### config.mk
export PLATFORM = sky130hd
export DESIGN_NAME = jstk_poll_ctrl
export DESIGN_NICKNAME = d
export VERILOG_FILES = /design/src/rtl/jstk_pkg.sv /design/src/rtl/jstk_tick_gen.sv /design/src/rtl/jstk_poll_ctrl.sv
export SDC_FILE = /design/constraint.sdc
export NUM_CORES = 1
export LEC_CHECK = 0
export ABC_CLOCK_PERIOD_IN_PS = 2700
export CORE_MARGIN = 10
export CORE_UTILIZATION = 50
export CTS_CLUSTER_SIZE = 20
export DETAILED_ROUTE_END_ITERATION = 10
export GPL_ROUTABILITY_DRIVEN = 0
export PLACE_DENSITY = 0.75
export SETUP_SLACK_MARGIN = 0.1
export SLEW_MARGIN = 15
export SYNTH_ARGS = -nofsm -noshare
export SYNTH_HDL_FRONTEND = slang
export SYNTH_HIERARCHICAL = 1
export SYNTH_SLANG_ARGS = --single-unit
### constraint.sdc
create_clock -name CLK -period 2.7 [get_ports CLK]
set_input_delay 0.54 -clock CLK [delete_from_list [all_inputs] [get_ports CLK]]
set_output_delay 0.54 -clock CLK [all_outputs]
set_load 0.005 [all_outputs]
### src/rtl/jstk_pkg.sv
// Shared definitions for the PmodJSTK poll controller.
// Holds the FSM state encoding, the LED command prefix and the bit offsets
// of the X/Y/button fields inside the 40-bit DOUT response, plus helpers
// that extract those fields.
package jstk_pkg;

  typedef enum logic [1:0] {
    IDLE    = 2'd0,
    SEND    = 2'd1,
    WAIT    = 2'd2,
    CAPTURE = 2'd3
  } state_t;

  // Upper six bits of the command byte; the low two bits carry the LED value.
  localparam logic [5:0] LED_CMD_PFX = 6'b100000;

  // Field offsets inside DOUT (byte order as shifted out by the PmodJSTK).
  localparam int X_LO = 32;
  localparam int X_HI = 24;
  localparam int Y_LO = 16;
  localparam int Y_HI = 8;
  localparam int BTN  = 0;

  function automatic logic [9:0] x_field(input logic [39:0] d);
    return {d[X_HI +: 2], d[X_LO +: 8]};
  endfunction

  function automatic logic [9:0] y_field(input logic [39:0] d);
    return {d[Y_HI +: 2], d[Y_LO +: 8]};
  endfunction

  function automatic logic [2:0] btn_field(input logic [39:0] d);
    return d[BTN +: 3];
  endfunction

endpackage

### src/rtl/jstk_tick_gen.sv
// Poll-rate tick generator.
// Counts 0..POLL_DIV-1 while enabled and asserts tick during the last count,
// so one tick is produced every POLL_DIV cycles. The count is held at zero
// while disabled, which makes the first tick after enabling land exactly
// POLL_DIV cycles later.
// Ports:
//   CLK  - system clock
//   RST  - synchronous, active-high reset
//   en   - count enable (poll_en)
//   tick - one-cycle pulse on counter wrap
module jstk_tick_gen #(
  parameter int unsigned POLL_DIV = 20_000_000
) (
  input  logic CLK,
  input  logic RST,
  input  logic en,
  output logic tick
);

  localparam int CW = (POLL_DIV > 1) ? $clog2(POLL_DIV) : 1;
  localparam logic [CW-1:0] LAST = CW'(POLL_DIV - 1);

  logic [CW-1:0] cnt;

  always_ff @(posedge CLK) begin
    if (RST) begin
      cnt <= '0;
    end else if (!en) begin
      cnt <= '0;
    end else if (cnt == LAST) begin
      cnt <= '0;
    end else begin
      cnt <= cnt + CW'(1);
    end
  end

  assign tick = en && (cnt == LAST);

endmodule

### src/rtl/jstk_poll_ctrl.sv
// PmodJSTK transaction scheduler.
// Issues sndRec pulses at the programmed poll rate, merges periodic polls
// with host LED-update requests into single SPI transactions, holds the
// command byte stable for the whole transfer, and captures the 40-bit
// response once the transfer window has elapsed.
// Ports:
//   CLK, RST      - clock, synchronous active-high reset
//   poll_en       - enable periodic polling
//   led_req       - one-cycle LED update request, led_val sampled with it
//   dout[39:0]    - response bytes from the PmodJSTK interface
//   snd_rec       - sndRec strobe to the interface (SND_HOLD cycles wide)
//   din[7:0]      - command byte, stable from SEND through CAPTURE
//   busy          - transaction in progress (SEND..CAPTURE)
//   x_pos, y_pos, btn, sample_valid - decoded sample and its update pulse
//   led_ack       - pulse when a transaction carrying a new LED value ends
//   overrun       - sticky: a tick arrived while one was already pending
//
// state   | meaning
// --------+---------------------------------------------------------
// IDLE    | waiting for a pending tick or LED request
// SEND    | snd_rec high, SND_HOLD cycles
// WAIT    | snd_rec low, XFER_CYCLES cycles for the SPI bytes to land
// CAPTURE | one cycle; sample/ack pulses are high, then back to IDLE
module jstk_poll_ctrl
  import jstk_pkg::*;
#(
  parameter int unsigned POLL_DIV    = 20_000_000,
  parameter int unsigned SND_HOLD    = 100,
  parameter int unsigned XFER_CYCLES = 200_000
) (
  input  logic        CLK,
  input  logic        RST,
  input  logic        poll_en,
  input  logic        led_req,
  input  logic [1:0]  led_val,
  input  logic [39:0] dout,
  output logic        snd_rec,
  output logic [7:0]  din,
  output logic        busy,
  output logic [9:0]  x_pos,
  output logic [9:0]  y_pos,
  output logic [2:0]  btn,
  output logic        sample_valid,
  output logic        led_ack,
  output logic        overrun
);

  localparam logic [31:0] HOLD_LD = 32'(SND_HOLD - 1);
  localparam logic [31:0] XFER_LD = 32'(XFER_CYCLES - 1);

  state_t      state;
  logic [31:0] tmr;
  logic        tick;
  logic        tick_pend;
  logic        led_pend;
  logic [1:0]  led_shadow;
  logic        carry_ack;
  logic        start;

  jstk_tick_gen #(
    .POLL_DIV(POLL_DIV)
  ) u_tick (
    .CLK (CLK),
    .RST (RST),
    .en  (poll_en),
    .tick(tick)
  );

  assign start = (state == IDLE) && (tick_pend || led_pend);

  always_ff @(posedge CLK) begin
    if (RST) begin
      state        <= IDLE;
      tmr          <= '0;
      tick_pend    <= 1'b0;
      led_pend     <= 1'b0;
      led_shadow   <= 2'b00;
      carry_ack    <= 1'b0;
      snd_rec      <= 1'b0;
      din          <= {LED_CMD_PFX, 2'b00};
      busy         <= 1'b0;
      x_pos        <= '0;
      y_pos        <= '0;
      btn          <= '0;
      sample_valid <= 1'b0;
      led_ack      <= 1'b0;
      overrun      <= 1'b0;
    end else begin
      sample_valid <= 1'b0;
      led_ack      <= 1'b0;

      // A tick on the same edge that IDLE consumes the pending one simply
      // becomes the new pending tick; only a genuinely stacked tick overruns.
      if (tick) begin
        if (tick_pend && !start) overrun <= 1'b1;
        tick_pend <= 1'b1;
      end else if (start) begin
        tick_pend <= 1'b0;
      end

      // A request landing on the start edge is not part of this transaction
      // (din is latched from the old shadow), so it stays pending.
      if (led_req) begin
        led_shadow <= led_val;
        led_pend   <= 1'b1;
      end else if (start) begin
        led_pend <= 1'b0;
      end

      case (state)
        IDLE: begin
          if (start) begin
            state     <= SEND;
            din       <= {LED_CMD_PFX, led_shadow};
            carry_ack <= led_pend;
            snd_rec   <= 1'b1;
            busy      <= 1'b1;
            tmr       <= HOLD_LD;
          end
        end
        SEND: begin
          if (tmr == '0) begin
            state   <= WAIT;
            snd_rec <= 1'b0;
            tmr     <= XFER_LD;
          end else begin
            tmr <= tmr - 32'd1;
          end
        end
        WAIT: begin
          // dout is sampled on the edge that enters CAPTURE so the decoded
          // sample and its strobes are already valid during CAPTURE.
          if (tmr == '0) begin
            state        <= CAPTURE;
            x_pos        <= x_field(dout);
            y_pos        <= y_field(dout);
            btn          <= btn_field(dout);
            sample_valid <= 1'b1;
            led_ack      <= carry_ack;
          end else begin
            tmr <= tmr - 32'd1;
          end
        end
        CAPTURE: begin
          state     <= IDLE;
          busy      <= 1'b0;
          carry_ack <= 1'b0;
        end
        default: begin
          state   <= IDLE;
          snd_rec <= 1'b0;
          busy    <= 1'b0;
        end
      endcase
    end
  end

endmodule
==> flow_summary.json, run 1 <==
{
  "ant_nets": 0,
  "clock_latency_ps": 370,
  "min_path_type": "reg -> reg",
  "setup_viol": 0,
  "rows": 35,
  "nets": 689,
  "seqPwrFrac": 0.340,
  "seq_area_frac_synth": 0.391,
  "netlist-cell-type-count": 67,
  "intPower_mw": 2.82,
  "timing.hold.ws_ps": 455,
  "drv_slew": 0,
  "synth_area_leader_cell": "dfxtp_1",
  "drc_errors": 0,
  "finalCriticalPeriod_ps": 2430,
  "grt_use_total": 0.174,
  "grt_remaining_overflow": 0,
  "fmax_mhz": 412,
  "cts_buffers": 9,
  "worstSetupEndpointType": "register",
  "p_comb_frac": 0.470,
  "fin_area_sq_um": 5680,
  "synth_top_area_share": 0.391,
  "switching_share": 0.425,
  "cts-root-buf": "clkbuf_8",
  "dp_cells": 755,
  "crit_fanout": 13,
  "worst_slew_pin_slew_ps": 624,
  "finalSetupTns_ps": 0,
  "antenna_found_initial": 0,
  "grt_max_degree": 36,
  "power.leakage_nw": 1.91,
  "avgSynthCellArea_sq_um": 8.15,
  "dr.pass1.iters": 5,
  "cts_tree": "built",
  "h-tree-depth": 3,
  "ys.flop_type": "dfxtp_1",
  "synth_area_sq_um": 4820,
  "min_period_over_period": 0.899,
  "wl_per_cell_um": 16.2,
  "clock_power_share": 0.189,
  "die_h_um": 118,
  "async_flop_share": 0,
  "rsz0062_at_grt": "no",
  "vias": 4606,
  "switchingPower_mw": 2.09,
  "crit_type": "reg -> reg",
  "drt-total-wl_um": 12500,
  "finalHoldViolations": 0,
  "post_dp_cell_area_sq_um": 5480,
  "areaGrowthSynthToFinish_pct": 17.9,
  "relSlewSlack": 0.583,
  "top_level_ports": 82,
  "cts_sinks": 94,
  "synth_area_leaders": "dfxtp_1 (39%), nand2_1 (5.4%), a21oi_1 (4.8%)",
  "clock_path_buffers": 2,
  "yosysWarnings": 6,
  "stdcell_count": 771,
  "drive_above_1_share": 0.0872,
  "cts_hold_buf": 0,
  "clock-skew-final_ps": 18.8,
  "vias_per_cell": 5.97,
  "drv_cap": 0,
  "r2r_slack_ps": 270,
  "synth-seq-cells": 94,
  "final_util": 0.609,
  "cp.arrival_ps": 2690,
  "clk_pin_slew_ps": 90,
  "hpwlAfterDp_um": 8860,
  "placeableCoreArea_sq_um": 9330,
  "drt_iter0_drc": 389,
  "cp_data_required_time_ps": 2970,
  "ir_drop_mv": 0.459,
  "layout_commonest_cell": "dfxtp_1",
  "grt_pass1_wl_um": 21000,
  "dieArea_sq_um": 14000,
  "diodes": 0,
  "start_kind": "register",
  "port_buffers": 58,
  "grt_pass1_vias": 4320,
  "start_util": 0.516,
  "status": "finished, final reports clean",
  "netlist_instances": 591,
  "synth-edff-count": 0,
  "die_w_um": 118,
  "layout_common_cells": "dfxtp_1 (94), nand2_1 (69), clkdlybuf4s50_1 (57)",
  "powerDensity_nw_per_um2": 864
}
-- metrics by stage --
stage / power (mW) / setup slack (ps)
finish: 4.90 / 274
CTS: 4.85 / 186
floorplan: 3.30 / 576
global placement: 3.87 / 211
detailed placement: 3.93 / 100
global route: 5.21 / 163
-- critical path, cell delays in order (launching register included) --
cell     delay [ps]
dfxtp_1         360
inv_1            90
ha_1            350
o21a_1          210
nand3_1         370
nor2_2          540
nand2_1         230
o32ai_1         180
-- routing by layer --
layer,up-vias,share of wire,track usage
met5,-,0,0
li1,2249,-,-
met3,16,0.066,0.0443
met4,0,0.0095,0.0471
met2,159,0.46,0.277
met1,2182,0.47,0.229
-- power groups by stage --
stage / logic (mW) / registers (mW) / clock network, mW
floorplan: 1.64 / 1.66 / 0
global placement: 2.18 / 1.69 / 0
detailed placement: 2.23 / 1.70 / 0
CTS: 2.25 / 1.66 / 0.944
global route: 2.52 / 1.69 / 0.995
finish: 2.31 / 1.67 / 0.929
-- cells in the mapped netlist (3+ instances only) --
library cell   n
buf_2         15
nand3_1       16
buf_4         10
a31oi_1       18
inv_1         22
and3_1         4
or2_2          3
o211ai_1       8
a211oi_1       6
o31ai_1       11
nor4_1        17
nor2_1        54
nor3b_1        5
dfxtp_1       94
a221oi_2       4
nand3b_1       5
nand2b_1       5
o32ai_1        5
a41oi_1        3
xor2_1         5
or3_1          6
mux2i_1        6
xnor2_1       10
nor3_1        23
a21o_1         3
o21ai_0       15
and4_1         7
ha_1           6
clkbuf_1      15
nor2b_1        3
a21oi_1       46
or4_1          6
nand2_1       69
nand4_1       22
-- flip-flops by register name, summed over array words and instances, names as in the netlist --
| signal | cells |
|---|---|
| tmr | 32 |
| u_tick/cnt | 25 |
| x_pos | 10 |
| y_pos | 10 |
| btn | 3 |
| din | 2 |
| led_shadow | 2 |
| state | 2 |
| busy | 1 |
| carry_ack | 1 |
| led_ack | 1 |
| led_pend | 1 |
| overrun | 1 |
| sample_valid | 1 |
| snd_rec | 1 |
| tick_pend | 1 |
-- final timing paths --
path / startpoint / to / depth (start not counted)
worst min register to register: x_pos[2] / x_pos[2] / 2
worst max-delay path: state[0] / tmr[19] / 7
worst max register to register: state[0] / tmr[19] / 7
worst min-delay path: x_pos[2] / x_pos[2] / 2
-- cells by family (layout without fill, tap and decap cells) --
logic type,after synthesis,in the layout,synth area share
compound gates,138,138,0.192
xor+xnor,15,15,0.0273
fa+ha+maj,6,6,0.0156
buf+inv,66,113,0.0652
flops,94,94,0.391
mux,6,6,0.0125
other cells,2,6,0.00156
simple gates,264,264,0.295
-- layout make-up --
type | instances | area (sq um)
Tap cell | 129 | 161
Fill cell | 837 | 3650
Clock inverter | 5 | 60.1
Clock buffer | 11 | 131
Timing Repair Buffer | 75 | 716
Sequential cell | 94 | 1880
Multi-Input combinational cell | 435 | 2650
Inverter | 22 | 82.6
-- timing repair --
item	in CTS	in global routing
endpoints found under the setup margin	3	20
setup buffers	0	0
resized for setup	1	3
endpoints found under the hold margin	0	0
No activity file was read; power rests on OpenSTA's default activity.
==> run 2: changes to the inputs <==
Settings changed: GPL_TIMING_DRIVEN set to 0.
==> run 2 against run 1 <==
Against the previous run:
- register-to-register slack got worse by 70 ps
- largest cell class unchanged
- sequential power barely moved
- critical endpoint is now tmr[22]
- utilization is 1.5 points higher
- first-iteration DRC count rose by 12%
- routed wire length up 4.7%
- non-clock buffer count up 28
- sequential share of layout area is 0.80 points lower
- combinational power grew 2%
- clock-buffer cell count rose by 1
- clock skew down 2.2 ps
==> flow_summary.json, run 2 (synthesis results as in run 1) <==
{
  "status": "finished, final reports clean",
  "clock_path_buffers": 2,
  "cts_sinks": 94,
  "cts_hold_buf": 0,
  "vias": 4809,
  "start_util": 0.516,
  "h-tree-depth": 3,
  "crit_fanout": 10,
  "min_period_over_period": 0.925,
  "grt_remaining_overflow": 0,
  "power.leakage_nw": 1.99,
  "clock-skew-final_ps": 16.6,
  "ant_nets": 0,
  "cp_data_required_time_ps": 2980,
  "timing.hold.ws_ps": 453,
  "clk_pin_slew_ps": 90,
  "crit_type": "reg -> reg",
  "clock_latency_ps": 360,
  "drv_cap": 0,
  "die_h_um": 118,
  "setup_viol": 0,
  "min_path_type": "reg -> reg",
  "grt_pass1_wl_um": 22100,
  "ir_drop_mv": 0.592,
  "crit_path_max_incr_delay_ps": 460,
  "slowest_stage": "clkbuf_1",
  "fmax_mhz": 401,
  "drive_above_1_share": 0.106,
  "top_level_ports": 82,
  "critical_path_buf_inv_count": 4,
  "cts_tree": "built",
  "wl_per_cell_um": 16.4,
  "layout_common_cells": "dfxtp_1 (94), nand2_1 (69), clkdlybuf4s50_1 (58)",
  "dieArea_sq_um": 14000,
  "antenna_found_initial": 0,
  "grt_max_degree": 16,
  "finalHoldViolations": 0,
  "start_kind": "register",
  "dr.pass1.iters": 5,
  "rsz0062_at_grt": "no",
  "powerDensity_nw_per_um2": 860,
  "rows": 35,
  "cts_buffers": 9,
  "finalSetupTns_ps": 0,
  "placeableCoreArea_sq_um": 9330,
  "drc_errors": 0,
  "nets": 717,
  "areaGrowthSynthToFinish_pct": 20.8,
  "critical_path.top_delay_family": "buffers and inverters",
  "drv_slew": 0,
  "drt_iter0_drc": 437,
  "finalCriticalPeriod_ps": 2500,
  "die_w_um": 118,
  "relSlewSlack": 0.412,
  "diodes": 0,
  "vias_per_cell": 6.02,
  "crit_chain": "inv_1, ha_1, nor3b_4, and4_1, buf_2, nand3_1, buf_2, clkbuf_1, nand4_1, a31oi_1",
  "final_util": 0.624,
  "layout_top_registers": "tmr: 32 flops, u_tick/cnt: 25 flops",
  "worst_slew_pin_slew_ps": 876,
  "cts-root-buf": "clkbuf_8",
  "layout_commonest_cell": "dfxtp_1",
  "drt-total-wl_um": 13100,
  "cp.arrival_ps": 2780,
  "largest-register": "tmr",
  "grt_pass1_vias": 4467,
  "grt_use_total": 0.183,
  "cp_common_cell": "buf_2",
  "port_buffers": 58,
  "largest_reg_flops": 32,
  "worstSetupEndpointType": "register",
  "hpwlAfterDp_um": 9520
}
[run 2: stage by stage]
stage	total power, mW	cell area, sq um	std cells	worst slack (ps)
4_1_cts	4.93	5790	798	83.5
3_3_place_gp	3.91	5570	782	-26.1
2_1_floorplan	3.30	4830	595	576
6_report	5.01	5820	799	203
3_5_place_dp	3.94	5570	782	-27.1
5_1_grt	5.32	5820	799	104
[run 2: worst paths after layout]
| kind | end | slack [ps] | start | cells after the start |
|---|---|---|---|---|
| max | tmr[22] | 200 | tmr[0] | 10 |
| min reg2reg | btn[0] | 450 | btn[0] | 2 |
| min | btn[0] | 450 | btn[0] | 2 |
| max reg2reg | tmr[22] | 200 | tmr[0] | 10 |
[run 2: routing by layer]
layer | part of all wire | global-route usage
met4 | 0.019 | 0.0541
met1 | 0.46 | 0.249
met5 | 0 | 0
met2 | 0.44 | 0.284
met3 | 0.078 | 0.0390
[run 2: tightest hold or removal path, stage by stage, from the launching register on]
cell	delay (ps)
dfxtp_1	320
nand2_1	50
a21oi_1	50
[run 2: area by class of cell]
| cell class | instances | area (sq um) |
|---|---|---|
| Sequential cell | 94 | 1880 |
| Clock buffer | 12 | 155 |
| Inverter | 22 | 82.6 |
| Buffer | 44 | 234 |
| Fill cell | 858 | 3510 |
| Clock inverter | 4 | 55.1 |
| Timing Repair Buffer | 59 | 588 |
| Multi-Input combinational cell | 435 | 2660 |
| Tap cell | 129 | 161 |
[run 2: report_power, final]
| part | leakage [nW] | switching, mW | internal (mW) | total [mW] |
|---|---|---|---|---|
| clock network | 0.103 | 0.501 | 0.483 | 0.984 |
| registers | 0.761 | 0.144 | 1.53 | 1.67 |
| logic | 1.13 | 1.50 | 0.852 | 2.35 |
[run 2: what timing repair did]
item                       in CTS  in global routing
cloned                          0                  0
pin swaps                       0                  1
setup endpoints to repair      43                 34
setup buffers                   0                  1
gates resized for setup         2                  7
